`config.mk`:
```
export PLATFORM = sky130hd
export DESIGN_NAME = mem_wb_stage_flat
export DESIGN_NICKNAME = d
export VERILOG_FILES = /design/src/rtl/mem_wb_stage_pkg.sv /design/src/rtl/mem_wb_stage_if.sv /design/src/rtl/mem_wb_stage_reg.sv /design/src/rtl/mem_wb_stage.sv /design/src/flat_wrapper.sv
export SDC_FILE = /design/constraint.sdc
export NUM_CORES = 1
export LEC_CHECK = 0
export CAP_MARGIN = 20
export CORE_MARGIN = 2
export CORE_UTILIZATION = 31
export DETAILED_ROUTE_END_ITERATION = 10
export HOLD_SLACK_MARGIN = 0.1
export PLACE_DENSITY = 0.62
export SETUP_SLACK_MARGIN = 0.15
export SYNTH_ARGS = -nofsm -noshare
export SYNTH_HDL_FRONTEND = slang
export SYNTH_SLANG_ARGS = --single-unit
```
`constraint.sdc`:
```
create_clock -name Clk -period 5.5 [get_ports Clk]
set_clock_uncertainty 0.1 [all_clocks]
set_input_delay 1.1 -clock Clk [delete_from_list [all_inputs] [get_ports Clk]]
set_output_delay 1.1 -clock Clk [all_outputs]
set_load 0.01 [all_outputs]
```
`src/rtl/mem_wb_stage_pkg.sv`:
```
// Shared types and constants for the MEM stage and its MEM/WB register.
package mem_wb_stage_pkg;

    localparam int DATA_W_DEF = 32;
    localparam int REG_W_DEF  = 5;

    // Register $zero: writes to it are architecturally discarded.
    localparam logic [REG_W_DEF-1:0] REG_ZERO = '0;

    typedef enum logic {
        ST_IDLE = 1'b0,
        ST_WAIT = 1'b1
    } state_e;

endpackage

```
`src/rtl/mem_wb_stage_if.sv`:
```
// Data-memory req/ack port: the stage is master, the memory is slave.
interface mem_wb_stage_if #(
    parameter int DATA_W = mem_wb_stage_pkg::DATA_W_DEF
) ();

    logic              dmem_req;
    logic              dmem_we;
    logic [DATA_W-1:0] dmem_addr;
    logic [DATA_W-1:0] dmem_wdata;
    logic              dmem_ack;
    logic [DATA_W-1:0] dmem_rdata;

    modport master (
        output dmem_req,
        output dmem_we,
        output dmem_addr,
        output dmem_wdata,
        input  dmem_ack,
        input  dmem_rdata
    );

    modport slave (
        input  dmem_req,
        input  dmem_we,
        input  dmem_addr,
        input  dmem_wdata,
        output dmem_ack,
        output dmem_rdata
    );

endinterface

```
`src/rtl/mem_wb_stage_reg.sv`:
```
// MEM/WB pipeline register; inserts a bubble (wb_valid=0) while stalled.
// Latency: 1 cycle from input to wb_* outputs.
// Backpressure: none of its own; holds rd/data and drops valid while stall=1.
module mem_wb_reg
    import mem_wb_stage_pkg::*;
#(
    parameter int DATA_W = DATA_W_DEF,
    parameter int REG_W  = REG_W_DEF
) (
    input  logic              Clk,
    input  logic              Reset,
    input  logic              stall,
    input  logic              in_valid,
    input  logic              in_reg_write,
    input  logic [REG_W-1:0]  in_rd,
    input  logic [DATA_W-1:0] in_data,
    input  logic              in_err,
    output logic              wb_valid,
    output logic              wb_reg_write,
    output logic [REG_W-1:0]  wb_rd,
    output logic [DATA_W-1:0] wb_data,
    output logic              bus_err
);

    logic              wb_valid_d,     wb_valid_q;
    logic              wb_reg_write_d, wb_reg_write_q;
    logic [REG_W-1:0]  wb_rd_d,        wb_rd_q;
    logic [DATA_W-1:0] wb_data_d,      wb_data_q;
    logic              bus_err_d,      bus_err_q;

    always_comb begin
        wb_valid_d     = 1'b0;
        wb_reg_write_d = 1'b0;
        bus_err_d      = 1'b0;
        wb_rd_d        = wb_rd_q;
        wb_data_d      = wb_data_q;
        if (!stall) begin
            wb_valid_d     = in_valid;
            wb_reg_write_d = in_valid & in_reg_write & (in_rd != REG_W'(REG_ZERO));
            wb_rd_d        = in_rd;
            wb_data_d      = in_data;
            bus_err_d      = in_err;
        end
    end

    always_ff @(posedge Clk or negedge Reset) begin
        if (!Reset) begin
            wb_valid_q     <= 1'b0;
            wb_reg_write_q <= 1'b0;
            wb_rd_q        <= '0;
            wb_data_q      <= '0;
            bus_err_q      <= 1'b0;
        end else begin
            wb_valid_q     <= wb_valid_d;
            wb_reg_write_q <= wb_reg_write_d;
            wb_rd_q        <= wb_rd_d;
            wb_data_q      <= wb_data_d;
            bus_err_q      <= bus_err_d;
        end
    end

    assign wb_valid     = wb_valid_q;
    assign wb_reg_write = wb_reg_write_q;
    assign wb_rd        = wb_rd_q;
    assign wb_data      = wb_data_q;
    assign bus_err      = bus_err_q;

endmodule

```
`src/rtl/mem_wb_stage.sv`:
```
// MIPS memory stage + MEM/WB register; MEM_ALIGN_CHECK_EN aborts misaligned accesses.
// Latency: ALU ops 1 cycle; memory ops 2 cycles best case, ack-dependent beyond.
// Backpressure: stall holds EX/MEM until dmem_ack or TIMEOUT abort releases it.
module mem_wb_stage
    import mem_wb_stage_pkg::*;
#(
    parameter int DATA_W  = DATA_W_DEF,
    parameter int REG_W   = REG_W_DEF,
    parameter int TIMEOUT = 255
) (
    input  logic              Clk,
    input  logic              Reset,
    input  logic              ex_valid,
    input  logic              ex_reg_write,
    input  logic              ex_mem_read,
    input  logic              ex_mem_write,
    input  logic              ex_mem_to_reg,
    input  logic [DATA_W-1:0] ex_alu_result,
    input  logic [DATA_W-1:0] ex_store_data,
    input  logic [REG_W-1:0]  ex_rd,
    output logic              stall,
    mem_wb_stage_if.master    dmem,
    output logic              wb_valid,
    output logic              wb_reg_write,
    output logic [REG_W-1:0]  wb_rd,
    output logic [DATA_W-1:0] wb_data,
    output logic              bus_err
);

    localparam int CNT_W = (TIMEOUT > 2) ? $clog2(TIMEOUT) : 1;

    state_e            state_d,     state_q;
    logic [CNT_W-1:0]  cnt_d,       cnt_q;
    logic              req_d,       req_q;
    logic              we_d,        we_q;
    logic [DATA_W-1:0] addr_d,      addr_q;
    logic [DATA_W-1:0] wdata_d,     wdata_q;
    logic [REG_W-1:0]  lat_rd_d,    lat_rd_q;
    logic              lat_rw_d,    lat_rw_q;
    logic              lat_m2r_d,   lat_m2r_q;

    logic              memop;
    logic              misalign;
    logic              timeout_hit;
    logic              stall_c;
    logic              wb_in_valid;
    logic              wb_in_rw;
    logic [REG_W-1:0]  wb_in_rd;
    logic [DATA_W-1:0] wb_in_data;
    logic              wb_in_err;

    assign memop       = ex_valid & (ex_mem_read | ex_mem_write);
    assign timeout_hit = (cnt_q == CNT_W'(TIMEOUT - 1));

`ifdef MEM_ALIGN_CHECK_EN
    assign misalign = memop & (ex_alu_result[1:0] != 2'b00);
`else
    assign misalign = 1'b0;
`endif

    always_comb begin
        state_d     = state_q;
        cnt_d       = cnt_q;
        req_d       = req_q;
        we_d        = we_q;
        addr_d      = addr_q;
        wdata_d     = wdata_q;
        lat_rd_d    = lat_rd_q;
        lat_rw_d    = lat_rw_q;
        lat_m2r_d   = lat_m2r_q;
        stall_c     = 1'b0;
        wb_in_valid = ex_valid;
        wb_in_rw    = ex_reg_write;
        wb_in_rd    = ex_rd;
        wb_in_data  = ex_alu_result;
        wb_in_err   = 1'b0;

        unique case (state_q)
            ST_IDLE: begin
                if (misalign) begin
                    wb_in_valid = 1'b1;
                    wb_in_rw    = 1'b0;
                    wb_in_err   = 1'b1;
                end else if (memop) begin
                    stall_c   = 1'b1;
                    state_d   = ST_WAIT;
                    cnt_d     = '0;
                    req_d     = 1'b1;
                    // Load wins when both read and write are flagged.
                    we_d      = ~ex_mem_read;
                    addr_d    = ex_alu_result;
                    wdata_d   = ex_store_data;
                    lat_rd_d  = ex_rd;
                    lat_rw_d  = ex_reg_write & ex_mem_read;
                    lat_m2r_d = ex_mem_to_reg;
                end
            end
            ST_WAIT: begin
                wb_in_valid = 1'b1;
                wb_in_rd    = lat_rd_q;
                wb_in_data  = addr_q;
                wb_in_rw    = 1'b0;
                if (dmem.dmem_ack) begin
                    state_d    = ST_IDLE;
                    req_d      = 1'b0;
                    wb_in_rw   = lat_rw_q;
                    wb_in_data = lat_m2r_q ? dmem.dmem_rdata : addr_q;
                end else if (timeout_hit) begin
                    state_d   = ST_IDLE;
                    req_d     = 1'b0;
                    wb_in_err = 1'b1;
                end else begin
                    stall_c = 1'b1;
                    cnt_d   = cnt_q + CNT_W'(1);
                end
            end
            default: state_d = ST_IDLE;
        endcase
    end

    always_ff @(posedge Clk or negedge Reset) begin
        if (!Reset) begin
            state_q   <= ST_IDLE;
            cnt_q     <= '0;
            req_q     <= 1'b0;
            we_q      <= 1'b0;
            addr_q    <= '0;
            wdata_q   <= '0;
            lat_rd_q  <= '0;
            lat_rw_q  <= 1'b0;
            lat_m2r_q <= 1'b0;
        end else begin
            state_q   <= state_d;
            cnt_q     <= cnt_d;
            req_q     <= req_d;
            we_q      <= we_d;
            addr_q    <= addr_d;
            wdata_q   <= wdata_d;
            lat_rd_q  <= lat_rd_d;
            lat_rw_q  <= lat_rw_d;
            lat_m2r_q <= lat_m2r_d;
        end
    end

    // Upstream is never held while the core is in reset.
    assign stall           = stall_c & Reset;
    assign dmem.dmem_req   = req_q;
    assign dmem.dmem_we    = we_q;
    assign dmem.dmem_addr  = addr_q;
    assign dmem.dmem_wdata = wdata_q;

    mem_wb_reg #(
        .DATA_W (DATA_W),
        .REG_W  (REG_W)
    ) u_mem_wb_reg (
        .Clk          (Clk),
        .Reset        (Reset),
        .stall        (stall_c),
        .in_valid     (wb_in_valid),
        .in_reg_write (wb_in_rw),
        .in_rd        (wb_in_rd),
        .in_data      (wb_in_data),
        .in_err       (wb_in_err),
        .wb_valid     (wb_valid),
        .wb_reg_write (wb_reg_write),
        .wb_rd        (wb_rd),
        .wb_data      (wb_data),
        .bus_err      (bus_err)
    );

endmodule

```
`src/flat_wrapper.sv`:
```
// flat-port wrapper written by rule: the top's interface ports become plain ports
module mem_wb_stage_flat import mem_wb_stage_pkg::*;
#(
    parameter int DATA_W  = DATA_W_DEF,
    parameter int REG_W   = REG_W_DEF,
    parameter int TIMEOUT = 255
)
  (Clk, Reset, ex_valid, ex_reg_write, ex_mem_read, ex_mem_write, ex_mem_to_reg, ex_alu_result, ex_store_data, ex_rd, stall, wb_valid, wb_reg_write, wb_rd, wb_data, bus_err, dmem_dmem_req, dmem_dmem_we, dmem_dmem_addr, dmem_dmem_wdata, dmem_dmem_ack, dmem_dmem_rdata);
  mem_wb_stage_if #(.DATA_W(DATA_W)) dmem_i ();
  input  logic Clk;
  input  logic Reset;
  input  logic ex_valid;
  input  logic ex_reg_write;
  input  logic ex_mem_read;
  input  logic ex_mem_write;
  input  logic ex_mem_to_reg;
  input  logic [DATA_W-1:0] ex_alu_result;
  input  logic [DATA_W-1:0] ex_store_data;
  input  logic [REG_W-1:0] ex_rd;
  output logic stall;
  output logic wb_valid;
  output logic wb_reg_write;
  output logic [REG_W-1:0] wb_rd;
  output logic [DATA_W-1:0] wb_data;
  output logic bus_err;
  output wire logic [$bits(dmem_i.dmem_req)-1:0] dmem_dmem_req;
  output wire logic [$bits(dmem_i.dmem_we)-1:0] dmem_dmem_we;
  output wire logic [$bits(dmem_i.dmem_addr)-1:0] dmem_dmem_addr;
  output wire logic [$bits(dmem_i.dmem_wdata)-1:0] dmem_dmem_wdata;
  input wire logic [$bits(dmem_i.dmem_ack)-1:0] dmem_dmem_ack;
  input wire logic [$bits(dmem_i.dmem_rdata)-1:0] dmem_dmem_rdata;
  assign dmem_dmem_req = dmem_i.dmem_req;
  assign dmem_dmem_we = dmem_i.dmem_we;
  assign dmem_dmem_addr = dmem_i.dmem_addr;
  assign dmem_dmem_wdata = dmem_i.dmem_wdata;
  assign dmem_i.dmem_ack = dmem_dmem_ack;
  assign dmem_i.dmem_rdata = dmem_dmem_rdata;
  mem_wb_stage #(.DATA_W(DATA_W), .REG_W(REG_W), .TIMEOUT(TIMEOUT)) u_core (.Clk(Clk), .Reset(Reset), .ex_valid(ex_valid), .ex_reg_write(ex_reg_write), .ex_mem_read(ex_mem_read), .ex_mem_write(ex_mem_write), .ex_mem_to_reg(ex_mem_to_reg), .ex_alu_result(ex_alu_result), .ex_store_data(ex_store_data), .ex_rd(ex_rd), .stall(stall), .dmem(dmem_i), .wb_valid(wb_valid), .wb_reg_write(wb_reg_write), .wb_rd(wb_rd), .wb_data(wb_data), .bus_err(bus_err));
endmodule
```
==> results.md, run 1 <==
Critical path:
- Of all nets on the critical path, the largest fanout is 36.
- The startpoint type of the worst setup path is an input pin.
- The critical path data arrival time is around 3.5 ns.
- By startpoint and endpoint, the worst setup path is classified as input pin to output port.
- STA puts the critical path data required time at 4.30 ns.
- The worst setup path is captured at an output port.

Logic synthesis:
- The register bit total from synthesis is 122.
- By instance count, the leading cell after synthesis is sky130_fd_sc_hd__nand2_1.
- The number of library cell types mapped by synthesis is 37.
- The number of nets in the synthesized netlist is 683.
- The post-synthesis sequential area ratio is 0.5547.
- The share of synthesized area in the top cell type comes to 0.5547.
- After synthesis, the most frequently instantiated cells are 217 x sky130_fd_sc_hd__nand2_1, 122 x sky130_fd_sc_hd__dfrtp_1, 39 x sky130_fd_sc_hd__mux2i_1, 38 x sky130_fd_sc_hd__nor2_1.
- The count of yosys warnings during synthesis is 0.
- Ranked by total cell area, the synthesized netlist is headed by sky130_fd_sc_hd__dfrtp_1 55%, sky130_fd_sc_hd__nand2_1 15%, sky130_fd_sc_hd__mux2i_1 7.1%, sky130_fd_sc_hd__mux2_2 6.8%, sky130_fd_sc_hd__a21oi_1 3.0%.
- Summing every instance area after synthesis gives 5504 sq um.
- The share of flip-flops with an asynchronous set or reset after synthesis is 1.000.
- The number of enable flip-flop cells after synthesis is 0.
- Each instance of the synthesized netlist takes up on average 9.622 sq um.
- The cell taking the most area after synthesis is sky130_fd_sc_hd__dfrtp_1.
- Among all flip-flop cells after synthesis, the most frequent one is sky130_fd_sc_hd__dfrtp_1.
- The synthesized instance count is roughly 570.

Detailed routing:
- Across all layers, the routed design uses 4,677 vias.
- The detailed-route DRC error count is 0.
- The initial DRC count is ~130.
- For this block, the routed nets add up to around 15,000 um of wire.
- The detailed-route vias per instance is between 4 and 5.
- The count of nets left with antenna violations after detail routing is 0.
- The detail-routed net length per standard cell is ~15 um.
- The first detailed-routing pass ran for 4 iterations.

Global route:
- The wire length of the first global-routing pass is between 20,000 and 25,000 um.
- The maximum number of pins on one net before global-route repair is 80.
- The number of antenna violations at the first check in global routing is 0.
- Summed over all layers, the global routing overflow is 0.
- In the global route stage, overall resource usage came out at 0.1631.
- The number of global-route vias before repair was 4,634.

Clock network:
- The buffer depth of the longest clock path is 2.
- The clock latency reported for the late side of the worst-skew pair is 0.41 ns.
- The clock root buffer master is sky130_fd_sc_hd__clkbuf_16.
- The clock tree from TritonCTS is done.
- The tree built by TritonCTS fans out to 122 sinks.
- After clock tree synthesis, the setup repair step added 0 buffers.
- The clock buffer count from CTS is 17.
- Hold repair after CTS inserted 0 buffers.
- The clock-pin slew reported for the worst setup and hold paths after clock tree synthesis is 0.05 ns.
- The number of levels the H-tree was split into is 4.
- The number of instances resized during post-cts repair is 0.

Floorplanning:
- In this run the vertical extent of the chip is 137.2 um.
- The floorplan die area is 18,840 sq um.
- The number of placement rows is 48.
- The standard cell core area is 17,360 sq um.
- For this design the top-level I/O count stands at 216.
- For this configuration, the core starts out at a cell density of 0.3171.
- From left edge to right edge, the die measures 137.2 um.

Final layout:
- The post-layout utilization of the core is 0.4831.
- The number of filler instances in the final layout is approximately 1,600.
- The relative area change from synthesis to final layout is 52.35%.
- Once layout is complete, the cells apart from fillers number 1,013.
- In the final layout, the share of cells above drive strength 1 is 0.09772.
- The diode insertion count for antenna repair is 0.
- In the final design database the tool counted 888 nets.

Timing:
- The total negative setup slack is 0 ns.
- The final period demand of the worst path is between 4 and 5 ns.
- The least setup slack across all paths after layout is 0.7581 ns.
- The highest achievable clock rate is 210.9 MHz.
- The max-slew violation total from the final report came to 0.
- The transition time at the pin with the least slew margin is 1.055 ns.
- Setup violations remaining at the end of the flow were counted as 0.
- Of the available clock period, the critical path in the final layout requires 0.8622.
- Setup repair after global routing left no endpoint under its margin.
- The worst pin sits at a relative slew slack of 0.2967.
- The final-report hold violation count was 0.

Status:
- The run finished with clean final reports.

Power:
- Dividing total power by cell area gives a power density of 402.4 nW/um^2.
- Overall power consumption after layout is estimated at between 3000 and 4000 uW.
- Across the VDD grid, the largest voltage drop is 0.0001904 V.
- In this run the static leakage power is about 0.004 uW.

Placement:
- Detailed placement finished with a half-perimeter wire length of 10,490 um.
- In this run, placement finished with an instance count of slightly below 1,000.
- The routability congestion estimate from global placement is 0.7517.
- Before CTS, the worst setup slack after placement is slightly below 0.7 ns.
- Port buffering added 215 buffers.

Run:
- The reported max-cap violation count is 0.

Worst hold path:
- The path class of the tightest hold or removal check is flop to flop.
-- worst paths after layout --
kind / from / endpoint / slack [ns] / cells after the start
max in group asynchronous: Reset / u_core.state_q$_DFF_PN0_ / 3.16 / 3
hold / removal: u_core.lat_rd_q[3]$_DFFE_PN0P_ / u_core.lat_rd_q[3]$_DFFE_PN0P_ / 0.37 / 2
setup reg to reg: u_core.state_q$_DFF_PN0_ / u_core.dmem.dmem_wdata[18]$_DFFE_PN0P_ / 2.77 / 5
setup / recovery: dmem_dmem_ack / stall / 0.76 / 7
min in group asynchronous: Reset / u_core.dmem.dmem_wdata[31]$_DFFE_PN0P_ / 0.75 / 2
hold reg to reg: u_core.lat_rd_q[3]$_DFFE_PN0P_ / u_core.lat_rd_q[3]$_DFFE_PN0P_ / 0.37 / 2
-- cells by family (layout without fill, tap and decap cells) --
logic type,Yosys count,in the layout,share of synthesized area
simple gates,277,277,0.2014
flops,122,122,0.5547
mux,72,72,0.1384
compound gates,60,60,0.06365
buf+inv,38,254,0.03569
fa+ha+maj,2,2,0.004546
xor+xnor,1,1,0.001592
-- power breakdown --
group / switching (uW) / internal [uW]
combinational: 458 / 585
sequential: 142 / 1110
clock: 382 / 694
total: 983 / 2390
-- metrics by stage --
stage | hold WS, ns | cell area [sq um]
after floorplan | 0.3454 | 5504
after global placement | 0.3575 | 7796
after detailed placement | 0.3611 | 7796
after CTS | 0.3760 | 8366
after global routing | 0.4088 | 8386
final | 0.3738 | 8386
-- routing by layer --
| metal | part of all wire | track usage | vias up |
|---|---|---|---|
| li1 | - | - | 2285 |
| met2 | 0.48 | 0.2634 | 139 |
| met1 | 0.43 | 0.2063 | 2235 |
| met5 | 0 | 0 | - |
| met4 | 0.015 | 0.05842 | 0 |
| met3 | 0.072 | 0.05114 | 18 |
-- registers in the layout, indices dropped and copies added, names as in the netlist --
name,count
u_core.lat_rd_q,5
u_core.dmem.dmem_req,1
u_core.dmem.dmem_addr,32
u_core.u_mem_wb_reg.wb_reg_write,1
u_core.lat_m2r_q,1
u_core.lat_rw_q,1
u_core.dmem.dmem_we,1
u_core.u_mem_wb_reg.wb_rd,5
u_core.cnt_q,8
u_core.dmem.dmem_wdata,32
u_core.u_mem_wb_reg.bus_err,1
u_core.u_mem_wb_reg.wb_valid,1
u_core.u_mem_wb_reg.wb_data,32
u_core.state_q,1
-- critical path, cell delays in order --
cell	delay (ns)
sky130_fd_sc_hd__clkdlybuf4s50_1	0.55
sky130_fd_sc_hd__nand2b_1	0.25
sky130_fd_sc_hd__a41oi_4	0.12
sky130_fd_sc_hd__nor2_8	0.57
sky130_fd_sc_hd__inv_2	0.22
sky130_fd_sc_hd__and2_1	0.23
sky130_fd_sc_hd__clkdlybuf4s50_1	0.49
-- placed cells by master, fill, tap and decap left out, drive strengths merged, types with 4 or more instances in the layout --
cell	Yosys	routed
mux2i	39	39
clkbuf	16	22
nand3	4	4
clkinv	0	4
a21oi	33	33
nand2	217	217
clkdlybuf4s50	0	214
o21ai	18	18
nor2	40	40
mux2	33	33
buf	19	7
dfrtp	122	122
-- layout make-up --
type / count / area, sq um / area share
Clock buffer: 22 / 474.2 / 0.05655
Clock inverter: 8 / 95.09 / 0.01134
Inverter: 3 / 11.26 / 0.001343
Multi-Input combinational cell: 412 / 2262 / 0.2698
Sequential cell: 122 / 3054 / 0.3642
Tap cell: 225 / 281.5 / 0.03357
Timing Repair Buffer: 221 / 2207 / 0.2632
(Power assumes the default switching activity.)
==> inputs of run 2 (changes only) <==
CORE_UTILIZATION = 47   (was 31)
PLACE_DENSITY = 0.87   (was 0.62)
==> run 2 against run 1 <==
Utilization is 25 points higher. Critical path depth unchanged. Die area decreased by 33%. Critical path type unchanged. Critical endpoint unchanged.
==> results.md, run 2 (synthesis gave the netlist of run 1 again) <==
Status:
- The run finished with clean final reports.

Critical path:
- Along the worst path, the maximum fanout reaches 11.
- The slowest stage of the critical path belongs to the cell sky130_fd_sc_hd__clkdlybuf4s50_1.
- The worst register-to-register path ends at u_core.dmem.dmem_addr[26]$_DFFE_PN0P_.
- The signal on the critical path passes through clkdlybuf4s50_1, nand2b_1, a41oi_4, nor2_8, inv_2, and2_1, clkdlybuf4s50_1.
- For the worst flop-to-flop path, the logic depth is 5.
- The startpoint identified for the worst register-to-register timing path is u_core.state_q$_DFF_PN0_.
- The classification of the worst setup path is input pin to output port.
- STA classifies the critical path endpoint as an output port.
- STA classifies the critical path startpoint as an input pin.
- STA puts the critical path data arrival time at between 3 and 4 ns.
- For the worst setup path, the data required time is about 4.3 ns.
- The most frequent cell on the critical path is sky130_fd_sc_hd__clkdlybuf4s50_1.
- Setup slack on the worst reg-to-reg path comes out at approximately 2.8 ns.
- The delay contributed by the slowest stage of the critical path is 0.55 ns.
- The number of buffers and inverters on the critical path is 3.
- On the critical path the largest part of the delay comes from buffers and inverters.

Timing:
- Setup repair after global routing left no endpoint under its margin.
- The highest achievable clock rate is 227.6 MHz.
- The final-report hold violation count is 0.
- The least setup slack across all paths after layout is 1.106 ns.
- Setup violations remaining at the end of the flow were counted as 0.
- The worst path needs about 4.4 ns of the cycle, external delays included.
- For the pin with the worst max-slew slack, the measured transition is between 0.8 and 0.9 ns.
- Setup total negative slack on the finished layout was measured at 0 ns.
- Headroom to the max-slew limit came out at 0.4363.
- The max-slew violation total from the final report is 0.
- In the finished design, the share of the clock period the worst path needs comes to 0.7990.

Placement:
- At the placement stage, the worst setup path has a slack of 1.131 ns.
- Input and output buffers added on the ports amount to 215.
- The congestion estimate from routability-driven global placement came to between 0.8 and 0.9.
- The detailed-placement wirelength estimate is 10,630 um.

Floorplanning:
- The floorplan step defined a die boundary enclosing 12,590 sq um.
- The standard cell core area is 11,420 sq um.
- In this run the core area contains 39 standard-cell rows.
- The number of placed I/O pins is 216.
- The die is roughly 110 um tall.
- For this configuration, the core starts out at a cell density of 0.4820.
- The die is roughly 110 um wide.

Final layout:
- The library cell used most frequently in the layout, excluding fill and tap cells, is sky130_fd_sc_hd__nand2_1.
- The number of antenna diodes in the final layout is 0.
- In the layout the commonest cells are 216 x sky130_fd_sc_hd__nand2_1, 214 x sky130_fd_sc_hd__clkdlybuf4s50_1, 121 x sky130_fd_sc_hd__dfrtp_1.
- Of the cells placed in the final design, the portion with a size suffix greater than 1 is 0.09987.
- The final net count is roughly 900.
- Compared with the post-synthesis result, the final layout area differs by 51.67%.
- The number of filler instances in the final layout is 814.
- The post-layout utilization of the core is 0.7311.

Clock network:
- The total of hold buffers inserted after clock tree synthesis is 0.
- The number of instances resized during post-cts repair is 0.
- The tree is rooted in a sky130_fd_sc_hd__clkbuf_16.
- The clock latency reported for the late side of the worst-skew pair is roughly 0.4 ns.
- The number of clock sinks is 122.
- Post-CTS timing repair inserted 0 buffers for setup.
- The clock tree from TritonCTS is done.
- The number of clock buffers added by TritonCTS is 17.
- The clock passes through at most 2 buffers.
- The number of levels the H-tree was split into is 4.
- The clock-pin slew reported for the worst setup and hold paths after clock tree synthesis is about 0.05 ns.

Detailed routing:
- The detail-routed net length per standard cell is 16.61 um.
- The count of vias placed by the detailed router is between 4,000 and 5,000.
- The detailed-route DRC error count is 0.
- The post-detailed-routing wire length is 15,510 um.
- After the first detailed-routing iteration, the DRC count stood at 260.
- The number of search-and-repair iterations in the first detailed-routing pass is 4.
- The count of nets left with antenna violations after detail routing is 0.
- After detailed routing, the number of vias per cell comes to 5.119.

Worst hold path:
- The worst hold path depth is 1.
- The path with the worst hold slack has its endpoint at u_core.cnt_q[6]$_DFFE_PN0P_.
- The min-delay analysis places its worst path in the category flop to flop.
- The startpoint identified for the worst hold timing path is u_core.cnt_q[6]$_DFFE_PN0P_.

Power:
- The peak supply drop is 0.0002062 V.
- The share of total power dissipated in sequential elements is 0.363.
- The switching part of the total power is 0.2840.
- Dividing total power by cell area gives a power density of 415.3 nW/um^2.
- The power share of the clock group is 0.334.
- The switching power total is 984.5 uW.
- The share of total power in combinational logic is 0.303.
- The internal portion of the total power is 2483 uW.
- The leakage power total is 0.003959 uW.
- The total power consumption of the routed design is 3467 uW.

Global route:
- The total global routing track utilization is 0.2532.
- The number of global-route vias before repair was 5,158.
- The number of antenna violations at the first check in global routing is 0.
- The first global-routing pass estimated 25,410 um of wire.
- Entering global routing, the biggest net connects 80 pins.
- The total global routing overflow is 0.

Run:
- Across the run, the number of max-cap violations was 0.
run 2: cell types whose count changed in the layout (fill, tap and decap cells not counted), sizes merged:
cell / before / now
clkbuf: 22 / 26
buf: 7 / 8
clkinv: 4 / 2
bufinv: 2 / 3
clkinvlp: 2 / 1
run 2: final cells by class:
type | instances | area [sq um] | area share
well taps | 143 | 178.9 | 0.02143
clock buffers | 26 | 519.2 | 0.06220
flip-flops and latches | 122 | 3054 | 0.3659
repair buffers | 222 | 2215 | 0.2653
multi-input cells | 412 | 2262 | 0.2710
inverters | 3 | 11.26 | 0.001349
clock inverters | 6 | 107.6 | 0.01289
run 2: worst max-delay path by stage:
stage                              from  endpoint  slack [ns]  cells after the start
after global routing      dmem_dmem_ack     stall        0.96                      7
after detailed placement  dmem_dmem_ack     stall        1.13                      7
after CTS                 dmem_dmem_ack     stall        1.11                      7
final                     dmem_dmem_ack     stall        1.11                      7
after global placement    dmem_dmem_ack     stall        1.16                      7
after floorplan           dmem_dmem_ack     stall        2.42                      5
run 2: routing by layer:
metal  wire [um]  vias to the layer above  global-route usage  part of all wire
li1            -                     2285                   -                 -
met1        6235                     2302              0.2942              0.40
met2        7935                      175              0.4378              0.51
met3        1112                       19             0.07559             0.072
met4         230                        0              0.1065             0.015
met5           0                        -                   0                 0
run 2: power by group through the flow:
stage | Combinational [uW] | Clock, uW | Sequential, uW
after floorplan | 383 | 0 | 1330
after global placement | 1020 | 0 | 1250
after detailed placement | 1050 | 0 | 1270
after CTS | 1060 | 1180 | 1260
after global routing | 1140 | 1220 | 1290
final | 1050 | 1160 | 1260
run 2: through the flow:
| stage | hold WS (ns) | area [sq um] | std cells |
|---|---|---|---|
| after floorplan | 0.3454 | 5504 | 572 |
| after global placement | 0.3586 | 7701 | 901 |
| after detailed placement | 0.3618 | 7701 | 901 |
| after CTS | 0.3728 | 8328 | 933 |
| after global routing | 0.3847 | 8348 | 934 |
| final | 0.3679 | 8348 | 934 |
==> inputs of run 3 (changes only) <==
CORE_UTILIZATION = 44   (was 47)
PLACE_DENSITY = 0.83   (was 0.87)
clock period = 4.55 ns   (was 5.5 ns; I/O delays follow)
==> run 3 against run 2 <==
Sequential power rose by 21%. Total power up 15%. Setup slack got worse by 0.56 ns. Register-to-register slack worse by 0.61 ns. Worst hold slack improved by 0.0032 ns. Routed wire length shrank 1.7%. First-iteration DRC count grew 31%. Sequential cell count stayed put. Non-clock buffer count is 1 higher. Utilization down 4.8 points. Sequential share of layout area increased by 0.32 points. Cell area decreased by 0.85%. Critical endpoint unchanged.
==> results.md, run 3 (synthesis gave the netlist of run 1 again) <==
Status:
- The flow ran to the end, and the final reports show no timing, DRC or antenna violations.

Final layout:
- The most common cell after layout, fill and taps aside is sky130_fd_sc_hd__nand2_1.
- In the final design database the tool counted 890 nets.
- In the final layout, the share of cells above drive strength 1 is 0.09518.
- The area growth from synthesis to layout is 50.38%.
- The library cells used most frequently in the layout, excluding fill and tap cells, are 216 x sky130_fd_sc_hd__nand2_1, 214 x sky130_fd_sc_hd__clkdlybuf4s50_1, 121 x sky130_fd_sc_hd__dfrtp_1.
- Once layout is complete, the utilization of the core stands at 0.6834.

Timing:
- Setup repair after global routing left no endpoint under its margin.
- For this run, the top clock speed supported by timing is about 250 MHz.
- The final period demand of the worst path is ~4 ns.
- Headroom to the max-slew limit came out at 0.3998.
- The transition time at the pin with the least slew margin is 0.9003 ns.
- The final critical-path share of the clock period is 0.8809.
- Setup total negative slack on the finished layout was measured at 0 ns.
- Setup violations remaining at the end of the flow were counted as 0.
- The final-report hold violation count is 0.
- The max-slew violation total from the final report was 0.

Global route:
- The routing usage on met3 is 0.07741.
- For this run, global-route usage on met1 was measured as 0.2623.
- The maximum number of pins on one net before global-route repair is 80.
- The met2 track demand over resource in global routing is 0.4004.
- The number of global-route vias before repair is roughly 5,000.
- The highest-utilization routing layer at the global route stage is met2.
- The total global routing track utilization is 0.2309.
- The number of antenna violations at the first check in global routing is 1.
- The total global routing overflow is 0.
- The wire length of the first global-routing pass is 24,050 um.

Critical path:
- The type of destination of the critical path is an output port.
- For flop-to-flop paths, the worst setup slack is 2.18 ns.
- The critical path data arrival time is 3.00 ns.
- The startpoint type of the worst setup path is an input pin.
- The classification of the worst setup path is input pin to output port.
- The worst path required time is 3.54 ns.
- The number of cells on the worst reg-to-reg path is 5.
- In this run the critical register-to-register path is launched from u_core.state_q$_DFF_PN0_.
- The capturing point of the worst reg2reg path is u_core.u_mem_wb_reg.wb_data[29]$_DFFE_PN0N_.
- The largest fanout on the critical path is 11.

Placement:
- Port buffering added 215 buffers.
- The routability congestion estimate from global placement is roughly 0.86.
- Once detailed placement completed, the half-perimeter wirelength came to 10,200 um.

Detailed routing:
- The count of nets left with antenna violations after detail routing is 0.
- For this block, the initial DRC count from the detailed router was 341.
- The routed layout has 4,879 vias.
- The detail-routed net length per standard cell is around 16 um.
- The number of search-and-repair iterations in the first detailed-routing pass is 4.
- The detailed-route DRC error count is 0.
- The post-detailed-routing wire length is 15,250 um.
- The detailed-route vias per instance is 5.098.

Worst hold path:
- The min-delay analysis places its worst path in the category flop to flop.
- The worst hold path depth is 2.
- The sink of the worst hold path is u_core.dmem.dmem_wdata[12]$_DFFE_PN0P_.
- The start point of the worst hold path is u_core.dmem.dmem_wdata[12]$_DFFE_PN0P_.

Floorplanning:
- The die covers 13,420 sq um.
- After floorplanning, the core was sized to cover between 10,000 and 15,000 sq um.
- In this run the horizontal extent of the chip is 115.8 um.
- The die extent in y is ~120 um.
- The number of placed I/O pins is between 200 and 250.
- After floorplanning, the core was divided into 40 placement rows.
- The effective utilization at floorplan is 0.4544.

Clock network:
- In this run, CTS created clock tree buffers numbering 17.
- CTS placed an instance of sky130_fd_sc_hd__clkbuf_16 at the clock tree root.
- The clock-pin slew reported for the worst setup and hold paths after clock tree synthesis is 0.05 ns.
- The clock passes through at most 2 buffers.
- The count of buffers added by post-CTS timing repair for setup is 0.
- The number of clock sinks is 122.
- At the later pin of the worst-skew pair, clock insertion delay measures just over 0.4 ns.
- The number of levels the H-tree was split into is 4.
- The clock tree from TritonCTS is done.
- The number of gates resized after CTS was 0.
- After clock tree synthesis, the flow added hold-fix buffers numbering 0.

Power:
- VDD sags by at most 0.0002730 V.
- In this run the power density over the cells is roughly 480 nW/um^2.
- In this run the static leakage power is 0.003913 uW.

Run:
- The reported max-cap violation count is 0.
==> run 3: cell types whose count changed in the layout (fill, tap and decap cells not counted), sizes merged <==
| cell | previous run | this run |
|---|---|---|
| clkinv | 2 | 3 |
| clkbuf | 26 | 24 |
| bufinv | 3 | 1 |
| clkinvlp | 1 | 0 |
| buf | 8 | 9 |
| diode | 0 | 1 |
==> run 3: area by class of cell <==
cell class	count	area (sq um)
Clock inverter	4	45.04
Antenna cell	1	2.502
Tap cell	168	210.2
Inverter	3	11.26
Sequential cell	122	3054
Clock buffer	24	481.7
Multi-Input combinational cell	412	2262
Fill cell	939	3835
Timing Repair Buffer	223	2210
==> run 3: how the worst max path moves through the flow <==
stage	startpoint	endpoint	cells after the start
floorplan	dmem_dmem_ack	stall	5
global placement	dmem_dmem_ack	stall	7
detailed placement	dmem_dmem_ack	stall	7
CTS	dmem_dmem_ack	stall	7
global route	dmem_dmem_ack	stall	7
finish	dmem_dmem_ack	stall	7
==> run 3: critical path: stages <==
cell and delay (ns):
sky130_fd_sc_hd__clkdlybuf4s50_1 0.48, sky130_fd_sc_hd__nand2b_1 0.25, sky130_fd_sc_hd__a41oi_4 0.45, sky130_fd_sc_hd__nor2_8 0.04, sky130_fd_sc_hd__inv_2 0.16, sky130_fd_sc_hd__and2_1 0.16
sky130_fd_sc_hd__clkdlybuf4s50_1 0.54
==> run 3: report_power, final <==
group	internal (uW)	switching, uW	total [uW]
logic	707	562	1270
clock network	777	428	1200
registers	1340	177	1520
==> run 3: per-stage QoR <==
step	area, sq um	total power [uW]	hold WS, ns	setup slack [ns]	cells
2_1_floorplan	5504	2075	0.3454	1.852	572
3_3_place_gp	7747	2754	0.3568	0.6193	928
3_5_place_dp	7747	2806	0.3627	0.5475	928
4_1_cts	8274	4028	0.3737	0.5395	956
5_1_grt	8274	4204	0.3888	0.4555	956
6_report	8277	3996	0.3710	0.5421	957
==> run 3: routing by layer <==
metal | up-vias | wire length (um) | share of wire
li1 | 2297 | - | -
met1 | 2342 | 6087 | 0.40
met2 | 215 | 7573 | 0.50
met3 | 25 | 1277 | 0.084
met4 | 0 | 308 | 0.020
met5 | - | 0 | 0
